[config.mk]
export PLATFORM = sky130hd
export DESIGN_NAME = hart_sequencer
export DESIGN_NICKNAME = d
export VERILOG_FILES = /design/src/rtl/hart_sequencer.sv
export SDC_FILE = /design/constraint.sdc
export NUM_CORES = 1
export LEC_CHECK = 0
export BUFFER_PORTS_ARGS = -buffer_cell sky130_fd_sc_hd__buf_2
export CAP_MARGIN = 20
export CORE_AREA = 2 2 118 120
export CTS_BUF_LIST = sky130_fd_sc_hd__clkbuf_16
export CTS_CLUSTER_DIAMETER = 100
export DETAILED_ROUTE_END_ITERATION = 10
export DIE_AREA = 0 0 120 122
export PLACE_DENSITY = 0.81
export SYNTH_ARGS = -nofsm -noshare
export SYNTH_HDL_FRONTEND = slang
export SYNTH_SLANG_ARGS = --single-unit
[constraint.sdc]
create_clock -name clk -period 2.3 [get_ports clk]
set_clock_uncertainty 0.1 [all_clocks]
set_input_delay 0.115 -clock clk [delete_from_list [all_inputs] [get_ports clk]]
set_output_delay 0.115 -clock clk [all_outputs]
set_load 0.01 [all_outputs]
[src/rtl/hart_sequencer.sv]
// Multi-cycle fetch/exec/mem/writeback sequencer for one hart; owns the PC and the shared memory port.
// Optional HART_SEQ_MISALIGN_TRAP_EN: a taken jump to a non-word-aligned target halts the hart.

package hart_seq_pkg;
   localparam int XLEN = 32;

   typedef enum logic [3:0] {
      OP_LUI,
      OP_AUIPC,
      OP_JAL,
      OP_JALR,
      OP_BRANCH,
      OP_LOAD,
      OP_STORE,
      OP_IMM,
      OP_REG,
      OP_FENCE,
      OP_SYSTEM,
      OP_UNKNOWN
   } opcode_t;
endpackage

module hart_sequencer
   import hart_seq_pkg::*;
#(
   parameter logic [XLEN-1:0] RESET_PC = 32'h0000_0000
) (
   input  logic            clk,
   input  logic            reset,
   output logic            mem_req,
   output logic            mem_we,
   output logic [XLEN-1:0] mem_addr,
   output logic [XLEN-1:0] mem_wdata,
   input  logic            mem_ready,
   input  logic [XLEN-1:0] mem_rdata,
   output logic [31:0]     instr_word,
   input  opcode_t         opcode,
   input  logic [XLEN-1:0] eff_addr,
   input  logic [XLEN-1:0] store_val,
   input  logic            store_enable,
   input  logic            rd_out_enable,
   input  logic            jump_enable,
   input  logic [XLEN-1:0] jump_target_addr,
   output logic [XLEN-1:0] load_val,
   output logic [XLEN-1:0] pc,
   output logic            rf_we,
   output logic            retire,
   output logic            halted
);

   typedef enum logic [2:0] {
      S_FETCH,
      S_EXEC,
      S_MEM,
      S_WB,
      S_HALT
   } state_t;

   state_t          state, state_next;
   logic [XLEN-1:0] pc_next;
   logic            fetch_done;
   logic            load_done;

   // NOTE: sequential state uses non-blocking assignments so every register samples pre-edge values.
   always_ff @(posedge clk) begin
      if (reset) begin
         state      <= S_FETCH;
         pc         <= RESET_PC;
         instr_word <= '0;
         load_val   <= '0;
      end else begin
         state <= state_next;
         pc    <= pc_next;
         if (fetch_done) instr_word <= mem_rdata;
         if (load_done)  load_val   <= mem_rdata;
      end
   end

   // NOTE: every signal gets a default first so no path through the case infers a latch.
   always_comb begin
      state_next = state;
      pc_next    = pc;
      mem_req    = 1'b0;
      mem_we     = 1'b0;
      mem_addr   = pc;
      mem_wdata  = '0;
      rf_we      = 1'b0;
      retire     = 1'b0;
      halted     = 1'b0;
      fetch_done = 1'b0;
      load_done  = 1'b0;

      case (state)
         S_FETCH: begin
            mem_req = 1'b1;
            if (mem_ready) begin
               fetch_done = 1'b1;
               state_next = S_EXEC;
            end
         end

         S_EXEC: begin
            if (opcode == OP_LOAD || opcode == OP_STORE) state_next = S_MEM;
            else if (opcode == OP_UNKNOWN)               state_next = S_HALT;
            else                                          state_next = S_WB;
         end

         S_MEM: begin
            mem_req   = 1'b1;
            mem_we    = store_enable;
            mem_addr  = eff_addr;
            mem_wdata = store_val;
            if (mem_ready) begin
               load_done  = (opcode == OP_LOAD);
               state_next = S_WB;
            end
         end

         S_WB: begin
`ifdef HART_SEQ_MISALIGN_TRAP_EN
            if (jump_enable && (jump_target_addr[1:0] != 2'b00)) begin
               state_next = S_HALT;
            end else begin
               rf_we      = rd_out_enable;
               retire     = 1'b1;
               pc_next    = jump_enable ? jump_target_addr : pc + XLEN'(4);
               state_next = S_FETCH;
            end
`else
            // Low target bits are dropped so the PC stays word aligned.
            rf_we      = rd_out_enable;
            retire     = 1'b1;
            pc_next    = jump_enable ? (jump_target_addr & ~XLEN'(3)) : pc + XLEN'(4);
            state_next = S_FETCH;
`endif
         end

         S_HALT: begin
            halted = 1'b1;
         end

         default: state_next = S_FETCH;
      endcase

      // Reset abandons any outstanding transfer in the same cycle it is asserted.
      if (reset) begin
         mem_req = 1'b0;
         rf_we   = 1'b0;
         retire  = 1'b0;
      end
   end

endmodule

; ---- Word level (Yosys, flattened, before mapping)
; Cells that the tools add are included.
[word_totals]
regBits = 99
in_bits = 138
out_inout_bits = 165
elab_cells = 39
[op_classes]
n_addsub = 1
n_eq_ne = 9
mux = 20
bitwise_logic = 1
reduce_logical = 4
[ops]
columns = op, count
row1 = 2-to-1 mux 32 bit, 3
row2 = "adder 32 x 3 -> 32 bit, second input constant", 1
row3 = 2-to-1 mux 1 bit, 12
row4 = 2-to-1 mux 3 bit, 4
row5 = one-hot mux 3 bit (4 select lines), 1
row6 = "equality test 4 x 3 -> 1 bit, second input constant", 2
row7 = "equality test 3 x 2 -> 1 bit, second input constant", 2
row8 = "equality test 4 bit, second input constant", 1
row9 = "!= test 2 bit, second input constant", 2
row10 = "equality test 3 x 1 -> 1 bit, second input constant", 1
row11 = "equality test 3 bit, second input constant", 1
row12 = logical NOT 3 bit, 1
row13 = AND reduction 3 bit, 1
row14 = OR reduction 2 bit, 1
row15 = logical OR 1 bit, 1
row16 = inverter 1 bit, 1

; ---- Longest topological paths before layout
; Gate-level depths: netlist of run 1.
[depth]
depth_word = 4
depth_mapped = 7
ltp_nobuf = 5

; ---- Least setup slack after synthesis of run 1
; No wires, ideal clock.
[synth_timing]
kind = register -> register
start = register pc[2]
end = register pc[18]
t_arrival_ns = 1.663
slack_ns = 0.419
stages_incl_launch_ff = 6
n_path_buf = 0
period_less_slack_ns = 1.881
cell_sequence = dfxtp_1 > ha_1 > nand3_1 > nor4_1 > o21ai_0 > a32o_1
[synth_via]
elab_chain_cells = 2
[synth_rtl]
columns = item, line
row1 = start: declaration, 45  ; output logic [XLEN-1:0] pc,
row2 = start signal: assignment, 73  ; pc <= pc_next;
row3 = adder 32 x 3 -> 32 bit, 133  ; pc_next = jump_enable ? (jump_target_addr & ~XLEN'(3)) : pc + XLEN'(4);
row4 = 2-to-1 mux 32 bit, 133
; No other way between the ends.
; A chain may end at the register's enable or synchronous reset.

; ---- Worst setup path after layout of run 1
[layout_timing]
start = register state[2]
end = output port mem_addr[19]
[layout_via]
elab_chain_cells = 2
[layout_rtl]
columns = item, line
row1 = start: declaration, 59  ; state_t state, state_next;
row2 = start signal: assignment, 72  ; state <= state_next;
row3 = equality test 3 x 2 -> 1 bit, 93  ; case (state)
row4 = 2-to-1 mux 32 bit, 93
row5 = end: declaration, 32  ; output logic [XLEN-1:0] mem_addr,
; No other way between the ends.

==> flow_results.xml, run 1 <==
<?xml version="1.0" encoding="UTF-8"?>
<metrics>
  <group name="synth">
    <metric name="synthesis.area_per_instance" unit="um2">7.73</metric>
    <metric name="synth_seq_area_share" unit="%">37.8</metric>
    <metric name="synth_xor_xnor_area_share" unit="%">0</metric>
    <metric name="synth.cell_area" unit="um2">5140</metric>
    <metric name="syn_inst" unit="">665</metric>
    <metric name="post_synth_most_frequent_cells" unit="">164 x nand2_1, 97 x dfxtp_1, 80 x a21oi_1, 37 x and2_1, 35 x clkbuf_1</metric>
    <metric name="yosys_warnings" unit="">0</metric>
    <metric name="yosys.cell_count.top_type" unit="">nand2_1</metric>
    <metric name="synth.top_cell.area_share" unit="%">37.8</metric>
    <metric name="synthAdderAreaFrac" unit="%">0.243</metric>
    <metric name="ys_ff_latch" unit="">97</metric>
    <metric name="synth-edff-count" unit="">0</metric>
    <metric name="yosysUniqueCellTypes" unit="">64</metric>
    <metric name="synthDominantAreaCellType" unit="">dfxtp_1</metric>
    <metric name="synth_flop_cell" unit="">dfxtp_1</metric>
    <metric name="yosys-mux-area-fraction" unit="%">7.10</metric>
    <metric name="synth_top_family_by_area" unit="">simple AND/OR/NAND/NOR gates</metric>
    <metric name="synth_top_cells_by_area" unit="">dfxtp_1 38%, nand2_1 12%, a21oi_1 7.8%, mux2_2 6.1%, and2_1 4.5%</metric>
    <metric name="synth_async_sr_flop_share" unit="%">0</metric>
    <metric name="synth-compound-area-share" unit="%">18.8</metric>
    <metric name="synth_simple_gate_area_share" unit="%">30.0</metric>
  </group>
  <group name="sta">
    <metric name="hold_violations" unit="">0</metric>
    <metric name="slew_viol_final" unit="">0</metric>
    <metric name="maxClockFrequency" unit="MHz">454</metric>
    <metric name="setup_tns" unit="ps">0</metric>
    <metric name="rsz0062_at_grt" unit="">false</metric>
    <metric name="setup_viol_count_final" unit="">0</metric>
    <metric name="layout_setup_ws" unit="ps">98.6</metric>
    <metric name="min_period_over_period" unit="%">95.7</metric>
    <metric name="worst-slew-pin-transition" unit="ps">634</metric>
    <metric name="slew-limit-headroom" unit="%">57.6</metric>
    <metric name="min_period" unit="ps">2200</metric>
  </group>
  <group name="cells_and_area">
    <metric name="post-route-util" unit="%">56.8</metric>
    <metric name="antenna_cells_inserted" unit="">0</metric>
    <metric name="final_instance_area" unit="um2">7670</metric>
    <metric name="n_fill_cell" unit="">1193</metric>
    <metric name="drive_gt1_share" unit="%">38.9</metric>
    <metric name="multi_input_comb_area" unit="um2">2910</metric>
    <metric name="area.sequential" unit="um2">1940</metric>
    <metric name="finish.net_count" unit="">1140</metric>
    <metric name="syn2layout_area_growth" unit="%">49.2</metric>
  </group>
  <group name="setup_path">
    <metric name="cpLargestDelayFamily" unit="">flip-flops</metric>
    <metric name="critical_path.startpoint_type" unit="">register</metric>
    <metric name="end_kind" unit="">primary output</metric>
    <metric name="setup.worst_path.class" unit="">reg -&gt; out</metric>
    <metric name="critical_path_fanout_max" unit="">66</metric>
    <metric name="worst_ep_required_time" unit="ps">2090</metric>
    <metric name="timing.critical_path.cells" unit="">nor3b_4 -&gt; buf_12 -&gt; mux2_2 -&gt; buf_2</metric>
    <metric name="critical_path_buf_inv_count" unit="">2</metric>
    <metric name="cp_slowest_cell" unit="">dfxtp_1</metric>
    <metric name="crit_path_max_cell_delay" unit="ps">450</metric>
    <metric name="worstPathArrival" unit="ps">1990</metric>
  </group>
  <group name="routing">
    <metric name="detail_route.drc_violations" unit="">0</metric>
    <metric name="totalWireLength" unit="um">18900</metric>
    <metric name="drt_first_iter_violations" unit="">535</metric>
    <metric name="route.detailed.wl_per_inst" unit="um">15.9</metric>
    <metric name="dr.pass1.iters" unit="">5</metric>
    <metric name="viasPerCell" unit="">5.36</metric>
    <metric name="num_vias" unit="">6354</metric>
    <metric name="detail-route-antenna-nets" unit="">0</metric>
  </group>
  <group name="pwr">
    <metric name="leakagePower" unit="nW">3.59</metric>
    <metric name="p_total" unit="mW">4.14</metric>
    <metric name="p_per_area" unit="nW/um2">540</metric>
    <metric name="peak_vdd_ir" unit="mV">0.427</metric>
  </group>
  <group name="clocking">
    <metric name="cts-buffers-inserted" unit="">9</metric>
    <metric name="cts_tree" unit="">built</metric>
    <metric name="clock_tree.htree_level_count" unit="">3</metric>
    <metric name="worst_path_clk_slew" unit="ps">80</metric>
    <metric name="cts_buffer_depth" unit="">2</metric>
    <metric name="clk_root_buffer_cell" unit="">clkbuf_16</metric>
    <metric name="clock_insertion_delay_worst_skew" unit="ps">360</metric>
    <metric name="cts.sinks" unit="">97</metric>
  </group>
  <group name="global_route">
    <metric name="groute.usage.overall" unit="%">24.3</metric>
    <metric name="first_global_vias" unit="">5929</metric>
    <metric name="grt_start_max_net_pins" unit="">67</metric>
    <metric name="globalRouteOverflowTotal" unit="">0</metric>
    <metric name="antenna_violations_before_repair" unit="">1</metric>
    <metric name="grt_pass1_wl" unit="um">28700</metric>
  </group>
  <group name="worst_hold_path">
    <metric name="hold_path_class" unit="">in -&gt; reg</metric>
  </group>
  <group name="floorplanning">
    <metric name="core_area" unit="um2">13500</metric>
    <metric name="die_height" unit="um">122</metric>
    <metric name="dieArea" unit="um2">14600</metric>
    <metric name="fp.dieW" unit="um">120</metric>
    <metric name="placement_rows" unit="">43</metric>
    <metric name="design.portCount" unit="">303</metric>
    <metric name="initial_utilization" unit="%">38.1</metric>
  </group>
  <group name="placement">
    <metric name="placement.cell_area" unit="um2">6870</metric>
    <metric name="dp_wirelength" unit="um">13000</metric>
    <metric name="detailedPlace.worstSlack" unit="ps">269</metric>
    <metric name="gpl.final_weighted_congestion" unit="">0.893</metric>
    <metric name="place.port_buffers" unit="">298</metric>
  </group>
  <group name="flow_run">
    <metric name="cap_viol_max_count" unit="">0</metric>
  </group>
  <group name="status">
    <metric name="run_status" unit="">complete, no violations</metric>
  </group>
</metrics>
## registers in the layout, summed over array words and instances (netlist names)
signal      count
load_val       32
pc             30
state           3
instr_word     32
## what timing repair did
| item | CTS | global route |
|---|---|---|
| buffers inserted | 1 | 0 |
| setup endpoints to repair | 27 | 0 |
| hold endpoints to repair | 80 | 0 |
| gates resized for setup | 1 | 0 |
| hold buffers | 48 | 0 |
## path summary, 6_finish.rpt
path	startpoint	end	slack [ps]	cells past startpoint
worst min register to register	load_val[19]	load_val[19]	350	2
worst max register to register	pc[21]	pc[31]	220	4
worst max-delay path	state[2]	mem_addr[19]	100	4
worst min-delay path	jump_target_addr[4]	pc[4]	20	4
## power breakdown
group / internal [mW] / switching, mW
registers: 1.74 / 0.0623
clock network: 0.790 / 0.790
logic: 0.370 / 0.392
total: 2.90 / 1.24
## cells by family (layout without fill, tap and decap cells)
kind of cell,after synthesis,after routing
buffers and inverters,61,401
AOI/OAI and AO/OA,159,159
and+or+nand+nor,313,313
muxes,33,33
adders and majority gates,1,1
DFF,97,97
other,1,2
## stage by stage
| stage | std cells | hold WS [ps] |
|---|---|---|
| after detailed placement | 1121 | 271 |
| after CTS | 1186 | 3.13 |
| after floorplan | 666 | 148 |
| final | 1186 | 19.7 |
| after global placement | 1121 | 268 |
| after global routing | 1186 | 37.7 |
## layer usage
| layer | wire length (um) | global-route usage [%] | vias to the layer above |
|---|---|---|---|
| li1 | - | - | 3013 |
| met1 | 7340 | 26.9 | 2923 |
| met5 | 11 | 0 | - |
| met3 | 1660 | 7.12 | 60 |
| met2 | 9220 | 42.4 | 356 |
| met4 | 635 | 12.5 | 2 |
## worst min-delay path: stages
cell and delay [ps]:
buf_2 70, a21oi_1 60, a2bb2oi_1 120, nor2_1 70
## cells in the final DEF, fill, tap and decap left out, drive strengths merged, types with 3 or more instances in the layout
cell type	synthesis	final
a32o	5	5
inv	6	10
a31oi	14	14
mux2i	5	5
o31ai	3	3
buf	12	331
dfxtp	97	97
and2	37	37
o21ai	21	21
nor4	11	11
nor2	19	19
a22oi	7	7
a21oi	80	80
and3	4	4
a211o	3	3
o22ai	3	3
nand4	15	15
nor2b	5	5
mux2	28	28
or3	5	5
a22o	3	3
clkbuf	42	9
nand2	164	164
a21bo	3	3
clkinv	0	3
and4	5	5
nor3	21	21
nand3	15	15
dlygate4sd3	0	48
## layout make-up
type / instances / share of cell area, %
multi-input cells: 508 / 37.9
repair buffers: 379 / 29.4
flip-flops and latches: 97 / 25.3
clock buffers: 9 / 2.93
well taps: 180 / 2.93
clock inverters: 7 / 1.19
inverters: 6 / 0.293
Power figures use the tool's default switching activity.
==> run 2, diff against run 1 <==
--- a/config.mk
+++ b/config.mk
@@ -13,6 +13,7 @@
 export DETAILED_ROUTE_END_ITERATION = 10
 export DIE_AREA = 0 0 120 122
 export PLACE_DENSITY = 0.81
+export RECOVER_POWER = 100
 export SYNTH_ARGS = -nofsm -noshare
 export SYNTH_HDL_FRONTEND = slang
 export SYNTH_SLANG_ARGS = --single-unit
==> run 2 against run 1 <==
  * Worst setup slack improved by 5.1 ps
  * Clock-buffer cell count unchanged
  * Core utilization decreased by 1.7 points
  * Routed wire length increased by 0.11%
  * Global-route usage unchanged
  * Clock power about the same
  * Sequential share of layout area increased by 0.77 points
  * Combinational power decreased by 4.2%
  * Final area decreased by 2.9%
  * Non-clock buffer count unchanged
  * Largest cell class unchanged
  * Largest power group unchanged
  * Highest routed layer unchanged
==> flow_results.xml, run 2 (synthesized netlist as in run 1, its figures left out) <==
<?xml version="1.0" encoding="UTF-8"?>
<metrics>
  <group name="cells_and_area">
    <metric name="largest_registers" unit="">instr_word x32, load_val x32, pc x30</metric>
    <metric name="antenna_cells_inserted" unit="">0</metric>
    <metric name="syn2layout_area_growth" unit="%">44.9</metric>
    <metric name="most_frequent_standard_cell_in_the_layout_excluding_fill_and_tap_cells" unit="">nand2_1</metric>
    <metric name="finish.net_count" unit="">1140</metric>
    <metric name="drive_gt1_share" unit="%">23.8</metric>
    <metric name="post-route-util" unit="%">55.2</metric>
    <metric name="layout_common_cells" unit="">164 x nand2_1, 157 x buf_2, 152 x clkbuf_1</metric>
  </group>
  <group name="sta">
    <metric name="hold_violations" unit="">0</metric>
    <metric name="worst-slew-pin-transition" unit="ps">941</metric>
    <metric name="layout_setup_ws" unit="ps">104</metric>
    <metric name="maxClockFrequency" unit="MHz">455</metric>
    <metric name="slew_viol_final" unit="">0</metric>
    <metric name="setup_viol_count_final" unit="">0</metric>
    <metric name="min_period_over_period" unit="%">95.5</metric>
    <metric name="rsz0062_at_grt" unit="">false</metric>
    <metric name="hold_ws" unit="ps">18.4</metric>
    <metric name="slew-limit-headroom" unit="%">37.3</metric>
    <metric name="min_period" unit="ps">2200</metric>
    <metric name="setup_tns" unit="ps">0</metric>
  </group>
  <group name="routing">
    <metric name="viasPerCell" unit="">5.33</metric>
    <metric name="totalWireLength" unit="um">18900</metric>
    <metric name="num_vias" unit="">6322</metric>
    <metric name="dr.pass1.iters" unit="">6</metric>
    <metric name="drt_first_iter_violations" unit="">552</metric>
    <metric name="route.detailed.wl_per_inst" unit="um">15.9</metric>
    <metric name="detail-route-antenna-nets" unit="">0</metric>
    <metric name="detail_route.drc_violations" unit="">0</metric>
  </group>
  <group name="placement">
    <metric name="detailedPlace.worstSlack" unit="ps">269</metric>
    <metric name="place.port_buffers" unit="">298</metric>
    <metric name="dp_wirelength" unit="um">13000</metric>
    <metric name="gpl.final_weighted_congestion" unit="">0.893</metric>
  </group>
  <group name="clocking">
    <metric name="clock_insertion_delay_worst_skew" unit="ps">360</metric>
    <metric name="clk_root_buffer_cell" unit="">clkbuf_16</metric>
    <metric name="clock_tree.htree_level_count" unit="">3</metric>
    <metric name="cts.sinks" unit="">97</metric>
    <metric name="worst_path_clk_slew" unit="ps">80</metric>
    <metric name="cts_tree" unit="">built</metric>
    <metric name="cts-buffers-inserted" unit="">9</metric>
    <metric name="cts_buffer_depth" unit="">2</metric>
  </group>
  <group name="global_route">
    <metric name="antenna_violations_before_repair" unit="">1</metric>
    <metric name="grt_start_max_net_pins" unit="">67</metric>
    <metric name="globalRouteOverflowTotal" unit="">0</metric>
    <metric name="groute.usage.overall" unit="%">24.3</metric>
    <metric name="first_global_vias" unit="">5929</metric>
    <metric name="grt_pass1_wl" unit="um">28700</metric>
  </group>
  <group name="setup_path">
    <metric name="worst_ep_required_time" unit="ps">2090</metric>
    <metric name="worstPathArrival" unit="ps">1980</metric>
    <metric name="critical_path_fanout_max" unit="">66</metric>
    <metric name="critical_path.startpoint_type" unit="">register</metric>
    <metric name="setup.worst_path.class" unit="">reg -&gt; out</metric>
    <metric name="end_kind" unit="">primary output</metric>
  </group>
  <group name="floorplanning">
    <metric name="initial_utilization" unit="%">38.1</metric>
    <metric name="fp.dieW" unit="um">120</metric>
    <metric name="core_area" unit="um2">13500</metric>
    <metric name="design.portCount" unit="">303</metric>
    <metric name="placement_rows" unit="">43</metric>
    <metric name="dieArea" unit="um2">14600</metric>
    <metric name="die_height" unit="um">122</metric>
  </group>
  <group name="pwr">
    <metric name="p_per_area" unit="nW/um2">552</metric>
    <metric name="p_total" unit="mW">4.11</metric>
    <metric name="leakagePower" unit="nW">2.93</metric>
    <metric name="peak_vdd_ir" unit="mV">0.425</metric>
  </group>
  <group name="flow_run">
    <metric name="cap_viol_max_count" unit="">0</metric>
  </group>
  <group name="worst_hold_path">
    <metric name="hold_path_class" unit="">in -&gt; reg</metric>
  </group>
  <group name="status">
    <metric name="run_status" unit="">complete, no violations</metric>
  </group>
</metrics>
## run 2: layout make-up
class                      count  area, um2
clock inverter                 7       91.3
inverter                       6       22.5
tap                          180        225
fill                        1295       6050
multi-input combinational    508       2910
clock buffer                   9        225
timing repair buffer         379       2030
sequential                    97       1940
## run 2: routing by layer
layer | GRT usage (%) | vias to the layer above | routed length (um)
li1 | - | 3020 | -
met1 | 26.9 | 2887 | 7190
met2 | 42.4 | 348 | 9280
met3 | 7.12 | 65 | 1770
met4 | 12.5 | 2 | 639
met5 | 0 | - | 11
## run 2: final timing paths
path	slack, ps	end	depth (start not counted)	start
worst max-delay path	100	mem_addr[19]	4	state[2]
worst min-delay path	20	pc[4]	4	jump_target_addr[4]
worst max register to register	150	pc[24]	6	pc[3]
worst min register to register	360	load_val[19]	2	load_val[19]
## run 2: power breakdown
part	switching, mW	internal [mW]	total [mW]
sequential	0.0639	1.74	1.80
clock	0.790	0.790	1.58
combinational	0.394	0.336	0.730
## run 2: what timing repair did
action | 4_1_cts | 5_1_grt
buffers inserted | 1 | 0
hold endpoints to repair | 80 | 0
endpoints found under the setup margin | 27 | 0
hold buffers | 48 | 0
resized for setup | 1 | 0
## run 2: critical path: stages, from the launching register on
cell,delay (ps)
dfxtp_1,450
nor3b_4,300
buf_12,270
mux2_2,410
buf_2,150
## run 2: metrics by stage
stage / instance area, um2 / std cells
after floorplan: 5150 / 666
after global placement: 6870 / 1121
final: 7450 / 1186
after CTS: 7670 / 1186
after global routing: 7450 / 1186
after detailed placement: 6870 / 1121
==> run 3, diff against run 2 <==
--- a/config.mk
+++ b/config.mk
@@ -8,11 +8,10 @@
 export BUFFER_PORTS_ARGS = -buffer_cell sky130_fd_sc_hd__buf_2
 export CAP_MARGIN = 20
 export CORE_AREA = 2 2 118 120
-export CTS_BUF_LIST = sky130_fd_sc_hd__clkbuf_16
 export CTS_CLUSTER_DIAMETER = 100
 export DETAILED_ROUTE_END_ITERATION = 10
 export DIE_AREA = 0 0 120 122
-export PLACE_DENSITY = 0.81
+export PLACE_DENSITY = 0.72
 export RECOVER_POWER = 100
 export SYNTH_ARGS = -nofsm -noshare
 export SYNTH_HDL_FRONTEND = slang
==> run 3 against run 2 <==
  * Critical path depth is the same
  * Global-route usage shrank 0.32 points
  * Non-clock buffer count shrank 6
  * Via count shrank 2.9%
  * Die area is the same
  * Clock power shrank 5%
  * Register-to-register slack lost 30 ps
  * Fmax shrank 0.66%
  * Routed wire length shrank 2.3%
  * First-iteration DRC count shrank 14%
  * Final cell count shrank 0.51%
==> flow_results.xml, run 3 (synthesized netlist as in run 1, its figures left out) <==
<?xml version="1.0" encoding="UTF-8"?>
<metrics>
  <group name="sta">
    <metric name="hold_ws" unit="ps">13.2</metric>
    <metric name="worst-slew-pin-transition" unit="ps">725</metric>
    <metric name="setup_viol_count_final" unit="">0</metric>
    <metric name="slew_viol_final" unit="">0</metric>
    <metric name="hold_violations" unit="">0</metric>
    <metric name="slew-limit-headroom" unit="%">51.7</metric>
    <metric name="rsz0062_at_grt" unit="">false</metric>
    <metric name="min_period_over_period" unit="%">96.1</metric>
    <metric name="setup_tns" unit="ps">0</metric>
    <metric name="min_period" unit="ps">2210</metric>
    <metric name="maxClockFrequency" unit="MHz">452</metric>
    <metric name="layout_setup_ws" unit="ps">89.1</metric>
  </group>
  <group name="routing">
    <metric name="dr.pass1.iters" unit="">5</metric>
    <metric name="detail_route.drc_violations" unit="">0</metric>
    <metric name="num_vias" unit="">6141</metric>
    <metric name="viasPerCell" unit="">5.20</metric>
    <metric name="totalWireLength" unit="um">18500</metric>
    <metric name="detail-route-antenna-nets" unit="">0</metric>
    <metric name="route.detailed.wl_per_inst" unit="um">15.6</metric>
    <metric name="drt_first_iter_violations" unit="">475</metric>
  </group>
  <group name="setup_path">
    <metric name="worst_ep_required_time" unit="ps">2090</metric>
    <metric name="timing.rr.end" unit="">instr_word[10]</metric>
    <metric name="worstPathArrival" unit="ps">2000</metric>
    <metric name="end_kind" unit="">primary output</metric>
    <metric name="cpLargestDelayFamily" unit="">flip-flops</metric>
    <metric name="timing.critical_path.to" unit="">mem_addr[3]</metric>
    <metric name="worst_r2r_path_depth" unit="">4</metric>
    <metric name="timing.critical_path.cells" unit="">nor3b_4 -&gt; buf_12 -&gt; mux2_2 -&gt; buf_2</metric>
    <metric name="critical_path_fanout_max" unit="">67</metric>
    <metric name="reg2reg_from" unit="">state[2]</metric>
    <metric name="setup.worst_path.class" unit="">reg -&gt; out</metric>
    <metric name="crit_path_max_cell_delay" unit="ps">440</metric>
    <metric name="crit_path_start" unit="">state[2]</metric>
    <metric name="rrSetupSlack" unit="ps">120</metric>
    <metric name="critical_path_buf_inv_count" unit="">2</metric>
    <metric name="cp_slowest_cell" unit="">dfxtp_1</metric>
    <metric name="critical_path_cell_count" unit="">4</metric>
    <metric name="critical_path.startpoint_type" unit="">register</metric>
  </group>
  <group name="placement">
    <metric name="dp_wirelength" unit="um">12800</metric>
    <metric name="gpl.final_weighted_congestion" unit="">0.901</metric>
    <metric name="detailedPlace.worstSlack" unit="ps">244</metric>
    <metric name="place.port_buffers" unit="">298</metric>
  </group>
  <group name="flow_run">
    <metric name="cap_viol_max_count" unit="">0</metric>
  </group>
  <group name="cells_and_area">
    <metric name="largest_registers" unit="">instr_word x32, load_val x32, pc x30</metric>
    <metric name="syn2layout_area_growth" unit="%">43.6</metric>
    <metric name="antenna_cells_inserted" unit="">0</metric>
    <metric name="multi_input_comb_area" unit="um2">2910</metric>
    <metric name="post-route-util" unit="%">54.7</metric>
    <metric name="finish.net_count" unit="">1134</metric>
    <metric name="area.sequential" unit="um2">1940</metric>
    <metric name="n_fill_cell" unit="">1331</metric>
    <metric name="drive_gt1_share" unit="%">24.7</metric>
    <metric name="layout_common_cells" unit="">164 x nand2_1, 155 x buf_2, 143 x clkbuf_1</metric>
    <metric name="most_frequent_standard_cell_in_the_layout_excluding_fill_and_tap_cells" unit="">nand2_1</metric>
  </group>
  <group name="clocking">
    <metric name="cts.sinks" unit="">97</metric>
    <metric name="clock_insertion_delay_worst_skew" unit="ps">350</metric>
    <metric name="cts_buffer_depth" unit="">2</metric>
    <metric name="cts_tree" unit="">built</metric>
    <metric name="clock_tree.htree_level_count" unit="">3</metric>
    <metric name="clk_root_buffer_cell" unit="">clkbuf_16</metric>
    <metric name="worst_path_clk_slew" unit="ps">70</metric>
    <metric name="postCtsSetupRepairBufs" unit="">0</metric>
    <metric name="cts-buffers-inserted" unit="">9</metric>
  </group>
  <group name="pwr">
    <metric name="p_per_area" unit="nW/um2">545</metric>
    <metric name="p_total" unit="mW">4.02</metric>
    <metric name="peak_vdd_ir" unit="mV">0.426</metric>
    <metric name="leakagePower" unit="nW">2.91</metric>
  </group>
  <group name="floorplanning">
    <metric name="initial_utilization" unit="%">38.1</metric>
    <metric name="fp.dieW" unit="um">120</metric>
    <metric name="die_height" unit="um">122</metric>
    <metric name="placement_rows" unit="">43</metric>
    <metric name="design.portCount" unit="">303</metric>
    <metric name="dieArea" unit="um2">14600</metric>
    <metric name="core_area" unit="um2">13500</metric>
  </group>
  <group name="global_route">
    <metric name="groute.usage.overall" unit="%">24.0</metric>
    <metric name="antenna_violations_before_repair" unit="">0</metric>
    <metric name="grt_pass1_wl" unit="um">28300</metric>
    <metric name="grt_start_max_net_pins" unit="">75</metric>
    <metric name="globalRouteOverflowTotal" unit="">0</metric>
    <metric name="first_global_vias" unit="">5649</metric>
  </group>
  <group name="worst_hold_path">
    <metric name="hold_path_class" unit="">in -&gt; reg</metric>
  </group>
  <group name="status">
    <metric name="run_status" unit="">complete, no violations</metric>
  </group>
</metrics>
run 3: cell count changes in the layout (fill, tap and decap cells not counted), sizes merged:
| cell | delta |
|---|---|
| clkbuf | -1 |
| buf | -1 |
| dlygate4sd3 | -4 |
run 3: worst min path at each step:
stage / start / to / slack, ps / cells after the start
after floorplan: mem_rdata[20] / load_val[20] / 150 / 2
after global placement: mem_rdata[16] / instr_word[16] / 270 / 3
after detailed placement: mem_rdata[6] / load_val[6] / 270 / 3
after CTS: jump_target_addr[14] / pc[14] / 2 / 3
after global routing: jump_target_addr[14] / pc[14] / 20 / 3
final: jump_target_addr[14] / pc[14] / 10 / 3
run 3: cell type report:
type / count / share of cell area (%)
Multi-Input combinational cell: 508 / 39.3
Timing Repair Buffer: 373 / 27.0
Sequential cell: 97 / 26.3
Clock buffer: 9 / 3.05
Tap cell: 180 / 3.05
Clock inverter: 7 / 0.932
Inverter: 6 / 0.305
run 3: repair_timing:
action                                 4_1_cts  5_1_grt
endpoints found under the hold margin       76        0
resized for setup                            2        1
pin swaps                                    0        1
setup endpoints to repair                    5        1
hold buffers                                44        0
run 3: per-stage QoR:
stage | instances | area (um2)
floorplan | 666 | 5150
global placement | 1120 | 6870
detailed placement | 1120 | 6870
CTS | 1180 | 7610
global route | 1180 | 7390
finish | 1180 | 7390
run 3: power by group:
part	switching [mW]	internal, mW	total [mW]
registers	0.0633	1.74	1.80
clock network	0.732	0.767	1.50
logic	0.389	0.334	0.723
total	1.18	2.84	4.02
run 3: metal layers:
metal | GRT usage, % | vias up | share of wire, %
met3 | 6.69 | 25 | 9.6
met2 | 39.3 | 307 | 47
met1 | 30.3 | 2801 | 42
met4 | 8.60 | 0 | 1.8
met5 | 0 | - | 0
li1 | - | 3008 | -
run 3: worst register-to-register path, cell delays in order, from the launching register on:
cell      delay, ps
dfxtp_1         440
or4b_2          700
clkbuf_2        460
nand2_1         260
a21oi_1         110
